`config.mk`:
```
export PLATFORM = sky130hd
export DESIGN_NAME = max_pool_2x2
export DESIGN_NICKNAME = d
export VERILOG_FILES = /design/src/rtl/max_pool_2x2.sv
export SDC_FILE = /design/constraint.sdc
export NUM_CORES = 1
export LEC_CHECK = 0
export ABC_AREA = 1
export CORE_AREA = 3 3 114 116
export CTS_CLUSTER_SIZE = 25
export DETAILED_ROUTE_END_ITERATION = 12
export DIE_AREA = 0 0 117 119
export DONT_BUFFER_PORTS = 1
export HOLD_SLACK_MARGIN = 0.15
export PLACE_DENSITY = 0.82
export SYNTH_ARGS = -nofsm -noshare
export SYNTH_HDL_FRONTEND = slang
export SYNTH_SLANG_ARGS = --single-unit
```
`constraint.sdc`:
```
create_clock -name clk -period 5.4 [get_ports clk]
set_input_delay 1.62 -clock clk [delete_from_list [all_inputs] [get_ports clk]]
set_output_delay 1.62 -clock clk [all_outputs]
set_load 0.01 [all_outputs]
```
`src/rtl/max_pool_2x2.sv`:
```
// 2x2 stride-2 max pooling over a row-major stream of signed elements.
// Each even row stores its horizontal pair maxima in a half-width line buffer.
// Each odd row combines its own pairs with that buffer into one pooled output.
// The output is a single-entry registered slot with valid/ready backpressure.
`timescale 1ns/1ps

module max_pool_2x2 #(
    parameter int DATA_WIDTH = 8,
    parameter int MAX_COLS   = 32,
    parameter int DIM_WIDTH  = 6
) (
    input  logic                  clk,
    input  logic                  rst_n,
    input  logic                  start,
    input  logic [DIM_WIDTH-1:0]  cfg_cols,
    input  logic [DIM_WIDTH-1:0]  cfg_rows,
    input  logic                  in_valid,
    output logic                  in_ready,
    input  logic [DATA_WIDTH-1:0] in_data,
    output logic                  out_valid,
    input  logic                  out_ready,
    output logic [DATA_WIDTH-1:0] out_data,
    output logic                  busy,
    output logic                  done
);

    localparam int LB_DEPTH = (MAX_COLS / 2 > 0) ? MAX_COLS / 2 : 1;
    localparam int LB_AW    = (LB_DEPTH > 1) ? $clog2(LB_DEPTH) : 1;
    localparam logic [DIM_WIDTH-1:0] DIM_ONE = DIM_WIDTH'(1);

    typedef enum logic [1:0] {
        S_IDLE,
        S_RUN,
        S_FLUSH,
        S_DONE
    } state_t;

    state_t                       state_q;
    logic [DIM_WIDTH-1:0]         cols_q;
    logic [DIM_WIDTH-1:0]         rows_q;
    logic [DIM_WIDTH-1:0]         col_q;
    logic [DIM_WIDTH-1:0]         row_q;
    logic signed [DATA_WIDTH-1:0] pix_q;
    logic signed [DATA_WIDTH-1:0] out_data_q;
    logic                         out_valid_q;
    logic                         busy_q;
    logic                         done_q;

    logic signed [DATA_WIDTH-1:0] line_buf [LB_DEPTH];

    // Odd sizes are truncated to even by dropping bit 0.
    logic [DIM_WIDTH-1:0]         cols_d;
    logic [DIM_WIDTH-1:0]         rows_d;
    logic signed [DATA_WIDTH-1:0] in_s;
    logic signed [DATA_WIDTH-1:0] pair_max_d;
    logic signed [DATA_WIDTH-1:0] pool_max_d;
    logic [LB_AW-1:0]             lb_idx;
    logic                         xfer;
    logic                         last_col;
    logic                         last_row;
    logic                         load_out;
    logic                         lb_write;
    logic                         out_stalled;

    // Signed maximum; on a tie either operand is the same value.
    function automatic logic signed [DATA_WIDTH-1:0] smax(
        input logic signed [DATA_WIDTH-1:0] a,
        input logic signed [DATA_WIDTH-1:0] b
    );
        return (a >= b) ? a : b;
    endfunction

    assign cols_d      = cfg_cols & ~DIM_ONE;
    assign rows_d      = cfg_rows & ~DIM_ONE;
    assign in_s        = in_data;
    assign lb_idx      = LB_AW'(col_q >> 1);
    assign out_stalled = out_valid_q && !out_ready;
    assign in_ready    = (state_q == S_RUN) && !out_stalled;
    assign xfer        = in_valid && in_ready;
    assign last_col    = (col_q == cols_q - DIM_ONE);
    assign last_row    = (row_q == rows_q - DIM_ONE);
    assign pair_max_d  = smax(pix_q, in_s);
    assign pool_max_d  = smax(pair_max_d, line_buf[lb_idx]);
    assign lb_write    = xfer && col_q[0] && !row_q[0];
    assign load_out    = xfer && col_q[0] && row_q[0];

    assign out_valid = out_valid_q;
    assign out_data  = out_data_q;
    assign busy      = busy_q;
    assign done      = done_q;

    // Control FSM, stream counters, pixel register and output slot.
    // NOTE: sequential state uses non-blocking (<=) so every register samples
    // pre-edge values regardless of statement order inside the block.
    always_ff @(posedge clk or posedge rst_n) begin
        if (rst_n) begin
            state_q     <= S_IDLE;
            cols_q      <= '0;
            rows_q      <= '0;
            col_q       <= '0;
            row_q       <= '0;
            pix_q       <= '0;
            out_data_q  <= '0;
            out_valid_q <= 1'b0;
            busy_q      <= 1'b0;
            done_q      <= 1'b0;
        end else begin
            done_q <= 1'b0;

            // A new result wins over a same-cycle drain, keeping valid high.
            if (load_out) begin
                out_valid_q <= 1'b1;
                out_data_q  <= pool_max_d;
            end else if (out_valid_q && out_ready) begin
                out_valid_q <= 1'b0;
            end

            if (xfer) begin
                if (!col_q[0]) begin
                    pix_q <= in_s;
                end
                if (last_col) begin
                    col_q <= '0;
                    row_q <= last_row ? '0 : row_q + DIM_ONE;
                end else begin
                    col_q <= col_q + DIM_ONE;
                end
            end

            case (state_q)
                S_IDLE: begin
                    if (start) begin
                        cols_q <= cols_d;
                        rows_q <= rows_d;
                        col_q  <= '0;
                        row_q  <= '0;
                        busy_q <= 1'b1;
                        if (cols_d == '0 || rows_d == '0) begin
                            state_q <= S_DONE;
                            done_q  <= 1'b1;
                        end else begin
                            state_q <= S_RUN;
                        end
                    end
                end
                S_RUN: begin
                    if (xfer && last_col && last_row) begin
                        state_q <= S_FLUSH;
                    end
                end
                S_FLUSH: begin
                    if (!out_valid_q || out_ready) begin
                        state_q <= S_DONE;
                        done_q  <= 1'b1;
                    end
                end
                S_DONE: begin
                    state_q <= S_IDLE;
                    busy_q  <= 1'b0;
                end
                default: begin
                    state_q <= S_IDLE;
                    busy_q  <= 1'b0;
                end
            endcase
        end
    end

    // Line buffer of even-row pair maxima, one entry per column pair.
    // NOTE: storage is deliberately not reset; every entry is written on an
    // even row before the following odd row reads it, so stale data is harmless.
    always_ff @(posedge clk) begin
        if (lb_write) begin
            line_buf[lb_idx] <= pair_max_d;
        end
    end

endmodule

```
==> results of run 1 <==
## worst reg2reg max path, cell delays in order, from the launching register on
cell and delay [ns]:
dfrtp_1 0.32, buf_4 0.41, inv_2 0.44, nor2_4 0.82, nand2_1 0.12, nand4_1 0.13, nand2_1 0.07, nand2_1 0.08
inv_1 0.05, nand2_1 0.13, inv_1 0.06, ha_1 0.32, a21o_1 0.17, a21oi_1 0.18, nand2_1 0.09, nand2_1 0.07
nand3_1 0.40, nor2_1 0.22, nor2_1 0.06, nand2_1 0.13, nand2_1 0.06
## worst paths after layout
kind	to	from	slack, ns
setup / recovery	out_data[5]$_DFFE_PP0P_	in_data[7]	0.87
hold / removal	rows_q[2]$_DFFE_PP0P_	rows_q[2]$_DFFE_PP0P_	0.50
setup reg to reg	out_data[5]$_DFFE_PP0P_	col_q[2]$_DFF_PP0_	0.94
hold reg to reg	rows_q[2]$_DFFE_PP0P_	rows_q[2]$_DFFE_PP0P_	0.50
max in group asynchronous	col_q[1]$_DFF_PP0_	rst_n	3.79
min in group asynchronous	pix_q[2]$_DFFE_PP0P_	rst_n	1.19
## cell usage after synthesis
cell,n,area (um2)
a211oi_1,1,7.51
nand4_1,44,275
nor2_1,56,210
dfrtp_1,43,1080
buf_2,12,60.1
a21o_1,3,22.5
xor2_1,4,35.0
nor3b_2,1,12.5
buf_6,6,67.6
clkbuf_1,8,30.0
inv_2,8,30.0
clkinv_1,1,3.75
o21bai_1,1,7.51
nor2_2,1,6.26
nand2_1,282,1060
nand3b_1,1,7.51
o21ai_1,5,25.0
edfxtp_1,128,3840
o21ai_0,22,110
o22ai_1,1,6.26
nor2_4,2,22.5
inv_1,80,300
a21oi_1,9,45.0
nand3_1,92,460
o41ai_1,1,8.76
ha_1,24,300
nand3_2,1,10.0
nor3_1,6,30.0
xnor2_1,1,8.76
buf_4,1,7.51
## logic make-up after synthesis
family / after synthesis / synth area share [%]
fa+ha+maj: 24 / 3.71
buf+inv: 116 / 6.17
simple gates: 486 / 25.9
xor+xnor: 5 / 0.541
compound gates: 43 / 2.88
flops: 171 / 60.8
## flip-flops by register name, indices dropped and copies added, names as in the netlist
name / cells
line_buf: 128
row_q: 6
out_valid: 1
out_data: 8
done: 1
busy: 1
rows_q: 5
state_q: 2
cols_q: 5
pix_q: 8
col_q: 6
## per-layer routing
layer	wire [um]	share of wire (%)	global-route usage, %
met3	1570	8.7	7.62
met1	7060	39	34.8
met5	0	0	0
met2	8860	49	43.6
met4	561	3.1	11.0
## where the power goes
group	switching (mW)	internal, mW	leakage, nW
clock network	0.539	0.621	0.281
logic	1.35	0.577	1.74
registers	0.114	1.75	1.72
total	2.00	2.95	3.73
## stage by stage
| stage | std cells | area, um2 | worst slack, ns | hold slack [ns] |
|---|---|---|---|---|
| global route | 1012 | 8790 | 0.528 | 0.554 |
| CTS | 1012 | 8790 | 0.976 | 0.509 |
| detailed placement | 980 | 8230 | 0.570 | 0.483 |
| finish | 1012 | 8790 | 0.868 | 0.505 |
| global placement | 980 | 8230 | 0.691 | 0.473 |
| floorplan | 845 | 8090 | 0.869 | 0.453 |
## final cells by class
cell class	count	area, um2	area share, %
sequential	171	4920	56.0
tap	147	184	2.09
clock buffer	19	443	5.04
clock inverter	13	123	1.39
inverter	89	334	3.80
multi-input combinational	558	2680	30.4
timing repair buffer	15	113	1.28
==> results.py, run 1 <==
metrics = {
    "detailed_routing": {
        "via_per_inst": 5.99,
        "drt_pass1_iterations": 5,
        "ant_nets": 0,
        "drt_wl_total_mm": 18.1,
        "drc": 0,
        "wl_per_cell_um": 17.8,
        "drtIter0Drc": 622,
        "dr_total_vias": 6060,
    },
    "timing": {
        "finalMaxSlewViolations": 0,
        "finalSetupViolCount": 0,
        "rsz0062_at_grt": "false",
        "fmax_ghz": 0.221,
        "fin_crit_sh_pct": 83.9,
        "finClkSkew_ns": 0.00950,
        "worst_pin_slew_ns": 0.938,
        "max_slew_margin_pct": 37.2,
        "hold_viol": 0,
        "fin_crit_ns": 4.53,
        "fin_tns_setup_ns": 0,
    },
    "final_layout": {
        "drive_above_1_share_pct": 7.05,
        "antennaDiodeCount": 0,
        "most-common-layout-cells": "nand2_1, edfxtp_1, nand3_1",
        "layout_commonest_cell": "nand2_1",
        "final_nets": 901,
        "final_core_util_pct": 73.2,
        "syn2layout_area_growth_pct": 8.69,
        "fill_cells": 799,
    },
    "worst_hold_path": {
        "worstHoldPathCells": 2,
        "hold_path.class": "flop to flop",
    },
    "outcome": {
        "status": "complete, no violations",
    },
    "yosys": {
        "synth_nets": 894,
        "synth_area_um2": 8090,
        "synth_warnings": 0,
        "postSynthCellCount": 845,
        "avgSynthCellArea_um2": 9.57,
        "synth_cell_types": 30,
        "yosysSeqAreaShare_pct": 60.8,
        "ys_ff_latch": 171,
    },
    "floorplan": {
        "start_util_pct": 67.3,
        "rows": 40,
        "pin_count": 37,
        "core_um2": 12000,
        "die_w_um": 117,
        "die_y_um": 119,
        "dieArea_um2": 13900,
    },
    "worst_setup_path": {
        "path_common_cell": "nand2_1",
        "critPathSlowestCell": "nand3_1",
        "cp-end-kind": "flop",
        "path_delay_family": "simple AND/OR/NAND/NOR gates",
        "crit_arrival_ns": 4.85,
        "timing.critical_path.buf_inv": 2,
        "worstSetupStartpointType": "input port",
        "crit_fanout": 17,
        "path_cells": "inv_1 > ha_1 > a21o_1 > nor2_1 > nand2_1 > nand2_1 > nand3_2 > nand2_1 > nand2_1 > buf_4 > ha_1 > a21o_1 > a21oi_1 > nand2_1 > nand2_1 > nand3_1 > nor2_1 > nor2_1 > nand2_1 > nand2_1",
        "crit_type": "input port to flop",
        "worstPathRequired_ns": 5.72,
        "crit_path_max_incr_delay_ns": 0.40,
        "rr_worst_depth": 20,
        "cp.depth": 20,
    },
    "placed_design": {
        "place_hpwl_mm": 11.7,
        "portBuffers": 0,
        "gp_congestion": 0.895,
    },
    "clock_tree": {
        "h-tree-depth": 4,
        "clock_latency_ns": 0.43,
        "post_cts_buffers": 0,
        "cts_hold_buf": 0,
        "clockBufferDepth": 2,
        "cts_buffers": 17,
        "cts_tree": "built",
        "cts_sinks": 171,
        "root_buffer": "clkbuf_16",
        "postCtsResizedCells": 0,
        "clk_pin_slew_worst_paths_ns": 0.06,
    },
    "pwr": {
        "p_leak_nw": 3.73,
        "vdd_ir_drop_max_uv": 455,
        "power.density_nw_per_um2": 562,
        "p_total_mw": 4.95,
    },
    "grt": {
        "grt_use_total_pct": 27.2,
        "grt_pass1_vias": 5876,
        "antenna_found_initial": 0,
        "grt-ovfl-total": 0,
        "grt_pass1_wl_mm": 28.7,
        "grt_start_max_net_pins": 68,
    },
    "flow_run": {
        "drv_cap": 0,
    },
}
Power figures use the tool's default switching activity.
==> run 2, diff against run 1 <==
- CORE_AREA: 3 3 114 116 -> 3 3 117 119
- DIE_AREA: 0 0 117 119 -> 0 0 120 122
- PLACE_DENSITY: 0.82 -> 0.79
- clock period: 5.4 -> 4.7 ns (I/O delays scaled with it)
==> run 2 against run 1 <==
Net effect: via count increased by 1.0%; combinational power grew 15%; power rose by 16%; die area rose by 5.1%; non-clock buffer count grew 5; clock skew fell by 0.0048 ns; sequential share of layout area decreased by 0.47 points; sequential cell count is the same; first-iteration DRC count rose by 13%; worst hold slack better by 0.0025 ns; largest cell class unchanged; largest power group unchanged.
==> results.py, run 2 (synthesis gave the netlist of run 1 again) <==
metrics = {
    "outcome": {
        "status": "complete, no violations",
    },
    "timing": {
        "fmax_ghz": 0.239,
        "fin_crit_ns": 4.19,
        "rsz0062_at_grt": "false",
        "finalSetupViolCount": 0,
        "worst_pin_slew_ns": 0.863,
        "finClkSkew_ns": 0.00469,
        "hold_viol": 0,
        "finalMaxSlewViolations": 0,
        "fin_tns_setup_ns": 0,
        "timing.final.ws_setup_ns": 0.509,
        "max_slew_margin_pct": 42.3,
        "fin_crit_sh_pct": 89.2,
    },
    "final_layout": {
        "most-common-layout-cells": "nand2_1, edfxtp_1, nand3_1",
        "seqCellArea_um2": 4920,
        "layout_commonest_cell": "nand2_1",
        "largest_reg_flops": 128,
        "multiInputGateArea_um2": 2670,
        "final_nets": 906,
        "antennaDiodeCount": 0,
        "fill_cells": 929,
        "syn2layout_area_growth_pct": 9.61,
        "regMostFlops": "line_buf",
        "drive_above_1_share_pct": 7.13,
    },
    "worst_setup_path": {
        "cp.depth": 19,
        "reg2reg_from": "col_q[2]$_DFF_PP0_",
        "timing.critical_path.buf_inv": 1,
        "path_common_cell": "nand2_1",
        "path_delay_family": "simple AND/OR/NAND/NOR gates",
        "crit_fanout": 16,
        "crit_type": "input port to flop",
        "cp-startpoint": "in_data[7]",
        "cp-end-kind": "flop",
        "critPathSlowestCell": "nand3_1",
        "crit_arrival_ns": 4.50,
        "worstPathRequired_ns": 5.01,
        "path_cells": "inv_1 > ha_1 > a21o_1 > nor2_1 > nand2_1 > nand2_1 > nand3_2 > nand2_1 > nand2_1 > ha_1 > a21o_1 > a21oi_1 > nand2_1 > nand2_1 > nand3_1 > nor2_1 > nor2_1 > nand2_1 > nand2_1",
        "rr_worst_depth": 20,
        "crit_path_max_incr_delay_ns": 0.38,
        "worstSetupStartpointType": "input port",
    },
    "clock_tree": {
        "cts_buffers": 17,
        "root_buffer": "clkbuf_16",
        "clock_latency_ns": 0.42,
        "postCtsResizedCells": 0,
        "cts_sinks": 171,
        "post_cts_buffers": 0,
        "cts_hold_buf": 0,
        "h-tree-depth": 4,
        "cts_tree": "built",
        "clockBufferDepth": 2,
        "clk_pin_slew_worst_paths_ns": 0.06,
    },
    "pwr": {
        "p_leak_nw": 3.73,
        "vdd_ir_drop_max_uv": 490,
        "power.density_nw_per_um2": 645,
    },
    "grt": {
        "grt_start_max_net_pins": 44,
        "grt_pass1_vias": 5879,
        "grt_use_total_pct": 26.0,
        "grt_pass1_wl_mm": 28.9,
        "antenna_found_initial": 0,
        "grt-ovfl-total": 0,
    },
    "floorplan": {
        "pin_count": 37,
        "die_w_um": 120,
        "dieArea_um2": 14600,
        "rows": 41,
        "die_y_um": 122,
        "start_util_pct": 63.8,
        "core_um2": 12700,
    },
    "detailed_routing": {
        "wl_per_cell_um": 17.5,
        "drt_wl_total_mm": 18.3,
        "ant_nets": 0,
        "drc": 0,
        "via_per_inst": 5.88,
        "drt_pass1_iterations": 5,
        "dr_total_vias": 6122,
        "drtIter0Drc": 701,
    },
    "placed_design": {
        "place_hpwl_mm": 11.8,
        "preCtsSetupSlack_ns": 0.164,
        "gp_congestion": 0.888,
        "portBuffers": 0,
    },
    "worst_hold_path": {
        "hold_path.class": "flop to flop",
        "worstHoldPathCells": 2,
        "min_from": "rows_q[2]$_DFFE_PP0P_",
    },
    "flow_run": {
        "drv_cap": 0,
    },
}
run 2: cell count changes in the layout (fill, tap and decap cells not counted), moves of 2 or more:
cell | before | now
buf_4 | 15 | 20
bufinv_16 | 0 | 2
clkbuf_1 | 1 | 4
clkinvlp_4 | 0 | 7
inv_6 | 7 | 0
inv_8 | 2 | 0
run 2: worst register-to-register path, cell delays in order, from the launching register on:
cell	delay, ns
dfrtp_1	0.54
nor2_2	0.53
buf_4	0.32
nand2_1	0.07
nand4_1	0.09
nand2_1	0.05
nand2_1	0.15
inv_1	0.06
nand2_1	0.14
inv_1	0.07
ha_1	0.29
a21oi_1	0.17
nand2_1	0.09
nand2_1	0.09
nand2_1	0.06
nand2_1	0.06
nand3_1	0.38
nor2_1	0.25
nor2_1	0.06
nand2_1	0.09
nand2_1	0.05
run 2: per-layer routing:
layer | GRT usage, % | wire length, um
met2 | 42.0 | 8970
met5 | 0 | 0
met4 | 11.6 | 448
met1 | 34.3 | 7290
met3 | 5.48 | 1570
run 2: path summary, 6_finish.rpt:
kind | endpoint | slack (ns)
worst min register to register | rows_q[2]$_DFFE_PP0P_ | 0.51
max in group asynchronous | col_q[1]$_DFF_PP0_ | 3.28
worst min-delay path | rows_q[2]$_DFFE_PP0P_ | 0.51
worst max-delay path | out_data[6]$_DFFE_PP0P_ | 0.51
min in group asynchronous | pix_q[3]$_DFFE_PP0P_ | 1.01
worst max register to register | out_data[6]$_DFFE_PP0P_ | 0.99
run 2: final cells by class:
class                      instances  share of cell area [%]
sequential                       171                    55.5
inverter                          89                    3.77
multi-input combinational        558                    30.1
clock inverter                    10                    1.37
timing repair buffer              20                    1.69
clock buffer                      22                    5.12
tap                              172                    2.43
run 2: where the power goes:
group	internal (mW)	switching [mW]
clock	0.796	0.556
combinational	0.674	1.54
sequential	2.01	0.147
total	3.48	2.24
run 2: per-stage QoR:
step / util [%] / std cells / total power [mW] / instance area [um2] / hold slack, ns
3_5_place_dp: 65.4 / 1010 / 4.33 / 8290 / 0.493
3_3_place_gp: 65.4 / 1010 / 4.22 / 8290 / 0.471
2_1_floorplan: - / 845 / 3.73 / 8090 / 0.453
5_1_grt: 70.0 / 1042 / 6.08 / 8870 / 0.532
6_report: 70.0 / 1042 / 5.72 / 8870 / 0.507
4_1_cts: 70.0 / 1042 / 5.69 / 8870 / 0.507
==> RTL edit 1: new RTL, settings of run 1 <==
Encoding of `state_t`: now one-hot (4 bits for 4 states).
--- a/src/rtl/max_pool_2x2.sv
+++ b/src/rtl/max_pool_2x2.sv
@@ -29,9 +29,9 @@
     localparam logic [DIM_WIDTH-1:0] DIM_ONE = DIM_WIDTH'(1);
 
-    typedef enum logic [1:0] {
-        S_IDLE,
-        S_RUN,
-        S_FLUSH,
-        S_DONE
+    typedef enum logic [3:0] {
+        S_IDLE  = 4'b0001,
+        S_RUN   = 4'b0010,
+        S_FLUSH = 4'b0100,
+        S_DONE  = 4'b1000
     } state_t;
 
Check against the original RTL: no difference found for any inputs over 4 cycles, from zero or initial values and one cycle with rst_n high; so few cycles prove little.
==> RTL edit 1 against run 1 <==
Core utilization increased by 1.5 points. Largest cell class unchanged. Critical endpoint is now out_data[4]. Final area grew 2.0%. Sequential cell count rose by 2. Clock skew grew 0.82 ps. Worst setup slack got worse by 10 ps. Area after synthesis up 2.5%. Power down 6.1%. Non-clock buffer count decreased by 5. Wire length shrank 2.4%. Via count shrank 0.38%.
==> RTL edit 1: results (changes against run 1) <==
Placed design
  – Post-DP HPWL: 11400 um (-2.9%)
  – Dpl ws: 575 ps (+4.90 ps)
  – Buffers added on ports: 0 (unchanged)
  – Cell Area, Placed: 0.00841 mm^2 (+2.2%)

Worst hold path
  – Hold_sp: pix_q[4]

Global route
  – GRT Total Usage: 27.0% (-0.19 points)
  – Largest net degree at the start of global routing: 46 (-32%)
  – Met2 usage: 43.4% (-0.25 points)
  – Met1 GRT Util: 35.0% (+0.16 points)
  – M3 GR Usage: 6.81% (-0.81 points)
  – Vias in the first global route: 5891 (+0.26%)

Detailed routing
  – Routed vias/inst: 5.72 (-4.4%)
  – Final WL: 17600 um (-2.4%)
  – First-pass iteration count of the detailed router: 6 (+1)
  – DR iter-0 viols: 485 (-22%)

Timing
  – Worst rel slew slack: 25.7% (-11 points)
  – Final Skew: 10.3 ps (+0.819 ps)

Yosys
  – Most common library cells after synthesis: 375 x nand2_1, 128 x edfxtp_1, 71 x inv_1
  – Register area share after synthesis: 59.9% (-0.88 points)
  – Synth cell types: 37 (+23%)
  – Asr flop ratio synth: 26.0% (+0.87 points)
  – Top cells by area, synth: edfxtp_1 46%, nand2_1 17%, dfrtp_1 13%
  – Syn nets: 933 (+4.4%)

Finish
  – Largest register FFs: 128 (unchanged)
  – Register area: 0.00497 mm^2 (+1.0%)
  – Fill cell count: 814 (+1.9%)
  – Nets: 940 (+4.3%)
  – Top reg by flops: line_buf

Critical path
  – Reg2Reg Depth: 20 (unchanged)
  – Worst Path Arrival: 4870 ps (+20 ps)
  – Worst-path fanout max: 16 (-1)

Power
  – Sequential Power Share: 40.3% (+2.7 points)
  – Static Leakage: 4.00 nW (+7.1%)
  – Internal power: 2.89 mW (-2.0%)

Status
  – Run status: complete, no violations
[RTL edit 1: cell count changes in the layout (fill, tap and decap cells not counted), moves of 4 or more]
| cell | before | now |
|---|---|---|
| nand2_1 | 282 | 375 |
| nand2_2 | 0 | 7 |
| xnor2_1 | 1 | 7 |
| nand3_1 | 92 | 53 |
| ha_1 | 24 | 20 |
| inv_1 | 79 | 70 |
| buf_4 | 15 | 10 |
| nand4_1 | 44 | 12 |
| o21ai_1 | 5 | 0 |
| nor2_4 | 2 | 6 |
[RTL edit 1: area by class of cell]
cell class / instances / area share, %
Clock inverter: 14 / 1.47
Clock buffer: 18 / 4.79
Tap cell: 147 / 2.05
Multi-Input combinational cell: 607 / 31.8
Inverter: 86 / 3.66
Timing Repair Buffer: 10 / 0.837
Sequential cell: 173 / 55.4
[RTL edit 1: through the flow]
stage               hold WS [ps]  instances  power (mW)
floorplan                    475        888        3.01
global placement             501       1023        3.37
detailed placement           515       1023        3.46
CTS                          531       1055        4.63
global route                 564       1055        4.92
finish                       532       1055        4.64
[RTL edit 1: worst paths after layout]
path | slack, ps | endpoint
setup reg to reg | 1130 | out_data[4]
min in group asynchronous | 1280 | out_valid
setup / recovery | 860 | out_data[4]
hold / removal | 530 | pix_q[4]
max in group asynchronous | 3540 | cols_q[3]
hold reg to reg | 530 | pix_q[4]
[RTL edit 1: per-layer routing]
metal | part of all wire, % | routed length [um]
met5 | 0 | 0
met4 | 2.5 | 435
met3 | 8.7 | 1540
met2 | 49 | 8710
met1 | 39 | 6940
[RTL edit 1: kinds of logic after synthesis]
family	count (synthesis)	share of synthesized area, %
compound gates	42	2.75
flops	173	59.9
fa+ha+maj	20	3.02
buf+inv	108	5.70
xor+xnor	12	1.36
simple gates	533	27.2
==> RTL edit 2: new RTL, settings of run 1 <==
Made on the original files. `DATA_WIDTH`: 8 -> 6.
--- a/src/rtl/max_pool_2x2.sv
+++ b/src/rtl/max_pool_2x2.sv
@@ -6,5 +6,5 @@
 
 module max_pool_2x2 #(
-    parameter int DATA_WIDTH = 8,
+    parameter int DATA_WIDTH = 6,
     parameter int MAX_COLS   = 32,
     parameter int DIM_WIDTH  = 6
Ports: changed (resized in_data and out_data); port bits go from 37 to 33. No check against the original RTL was run, so the function may have changed too.
==> RTL edit 2 against run 1 <==
Power fell by 21%. Non-clock buffer count fell by 10. Final area fell by 20%. Wire length fell by 25%. Sequential power fell by 20%. Area after synthesis fell by 21%. First-iteration DRC count fell by 36%. Sequential share of layout area fell by 1.3 points. Maximum frequency rose by 0.65%. Worst setup slack improved by 29 ps. Clock power fell by 8%. Combinational power fell by 30%. Sequential cell count fell by 36. Critical endpoint unchanged. Largest cell class unchanged.
==> RTL edit 2: results (changes against run 1) <==
Finish
  – Nets: 704 (-22%)
  – Largest register FFs: 96 (-25%)
  – Fill cell count: 942 (+18%)

Critical path
  – Setup slack, reg-to-reg: 1730 ps (+790 ps)
  – Worst Setup SP: in_data[5]
  – CP max-delay cell: nand2_1
  – Critical R2R Launch: pix_q[5]
  – Worst Path Arrival: 4810 ps (-40 ps)
  – Critical Path Max Stage Delay: 470 ps (+70 ps)

Power
  – Static Leakage: 2.98 nW (-20%)
  – VDD IR max: 0.000491 V (+7.9%)

Global route
  – Vias in the first global route: 4650 (-21%)
  – GRT Total Usage: 20.9% (-6.2 points)
  – First-pass GRT wire length: 22500 um (-22%)

Placed design
  – GP Congestion: 0.876 (-2.2%)
  – Cell Area, Placed: 0.00651 mm^2 (-21%)

Timing
  – Final Skew: 10.2 ps (+0.688 ps)

Yosys
  – Most common library cells after synthesis: 219 x nand2_1, 96 x edfxtp_1, 67 x inv_1
  – Asr flop ratio synth: 28.9% (+3.7 points)
  – EDFF count, synth: 96 (-25%)
  – Syn nets: 691 (-23%)

Status
  – Run status: complete, no violations

Detailed routing
  – DR iter-0 viols: 400 (-36%)
  – WL per Instance: 16.6 um (-7.0%)
  – Routed vias/inst: 5.68 (-5.2%)
-- RTL edit 2: cell count changes in the layout (fill, tap and decap cells not counted), sizes merged, moves of 4 or more --
cell,run 1,this run
a22oi,0,24
inv,96,74
nand3,93,33
clkinvlp,0,4
nor2,59,50
nand2,282,227
buf,15,5
ha,24,20
dfrtp,43,39
nand4,44,21
edfxtp,128,96
-- RTL edit 2: worst max-delay path, delay by kind of cell --
kind                     cells  cell delay [ps]
adder cells (fa/ha/maj)      2              650
AO/OA/AOI/OAI                2              210
buffers and inverters        3              430
AND/OR/NAND/NOR             14             1910
-- RTL edit 2: metrics by stage --
stage | setup WS, ps | std cells | hold WS, ps
finish | 897 | 820 | 487
global route | 480 | 820 | 520
CTS | 949 | 820 | 492
detailed placement | 528 | 789 | 478
global placement | 738 | 789 | 473
floorplan | 1170 | 648 | 453
-- RTL edit 2: how the worst min path moves through the flow --
stage / start / to / slack [ps] / cells after the start
after detailed placement: rows_q[2] / rows_q[2] / 480 / 2
after CTS: rows_q[2] / rows_q[2] / 490 / 2
after floorplan: cols_q[2] / cols_q[2] / 450 / 2
after global routing: rows_q[2] / rows_q[2] / 520 / 2
final: rows_q[2] / rows_q[2] / 490 / 2
after global placement: cols_q[2] / cols_q[2] / 470 / 2
-- RTL edit 2: final cells by class --
class	instances	area (um^2)	share of cell area, %
Clock buffer	17	425	6.02
Clock inverter	14	129	1.82
Inverter	72	272	3.84
Multi-Input combinational cell	430	2160	30.5
Sequential cell	135	3860	54.6
Tap cell	147	184	2.60
Timing Repair Buffer	5	37.5	0.531
-- RTL edit 2: per-layer routing --
| metal | routed length (um) | global-route usage, % | up-vias |
|---|---|---|---|
| met2 | 6880 | 33.7 | 169 |
| li1 | - | - | 2207 |
| met3 | 929 | 5.28 | 39 |
| met5 | 0 | 0 | - |
| met1 | 5450 | 27.1 | 2239 |
| met4 | 349 | 8.24 | 0 |
-- RTL edit 2: where the power goes --
group	internal (mW)	leakage (nW)	total [mW]	switching, mW
clock network	0.633	0.261	1.07	0.440
registers	1.39	1.38	1.49	0.0965
logic	0.405	1.34	1.34	0.932
total	2.43	2.98	3.90	1.47
-- RTL edit 2: logic make-up after synthesis --
group | count (synthesis) | share of synthesized area [%]
buffers and inverters | 83 | 5.63
adder cells (fa/ha/maj) | 20 | 3.93
AO/OA/AOI/OAI | 65 | 6.24
AND/OR/NAND/NOR | 339 | 22.8
flip-flops | 135 | 60.5
XOR/XNOR | 5 | 0.687
multiplexers | 1 | 0.157
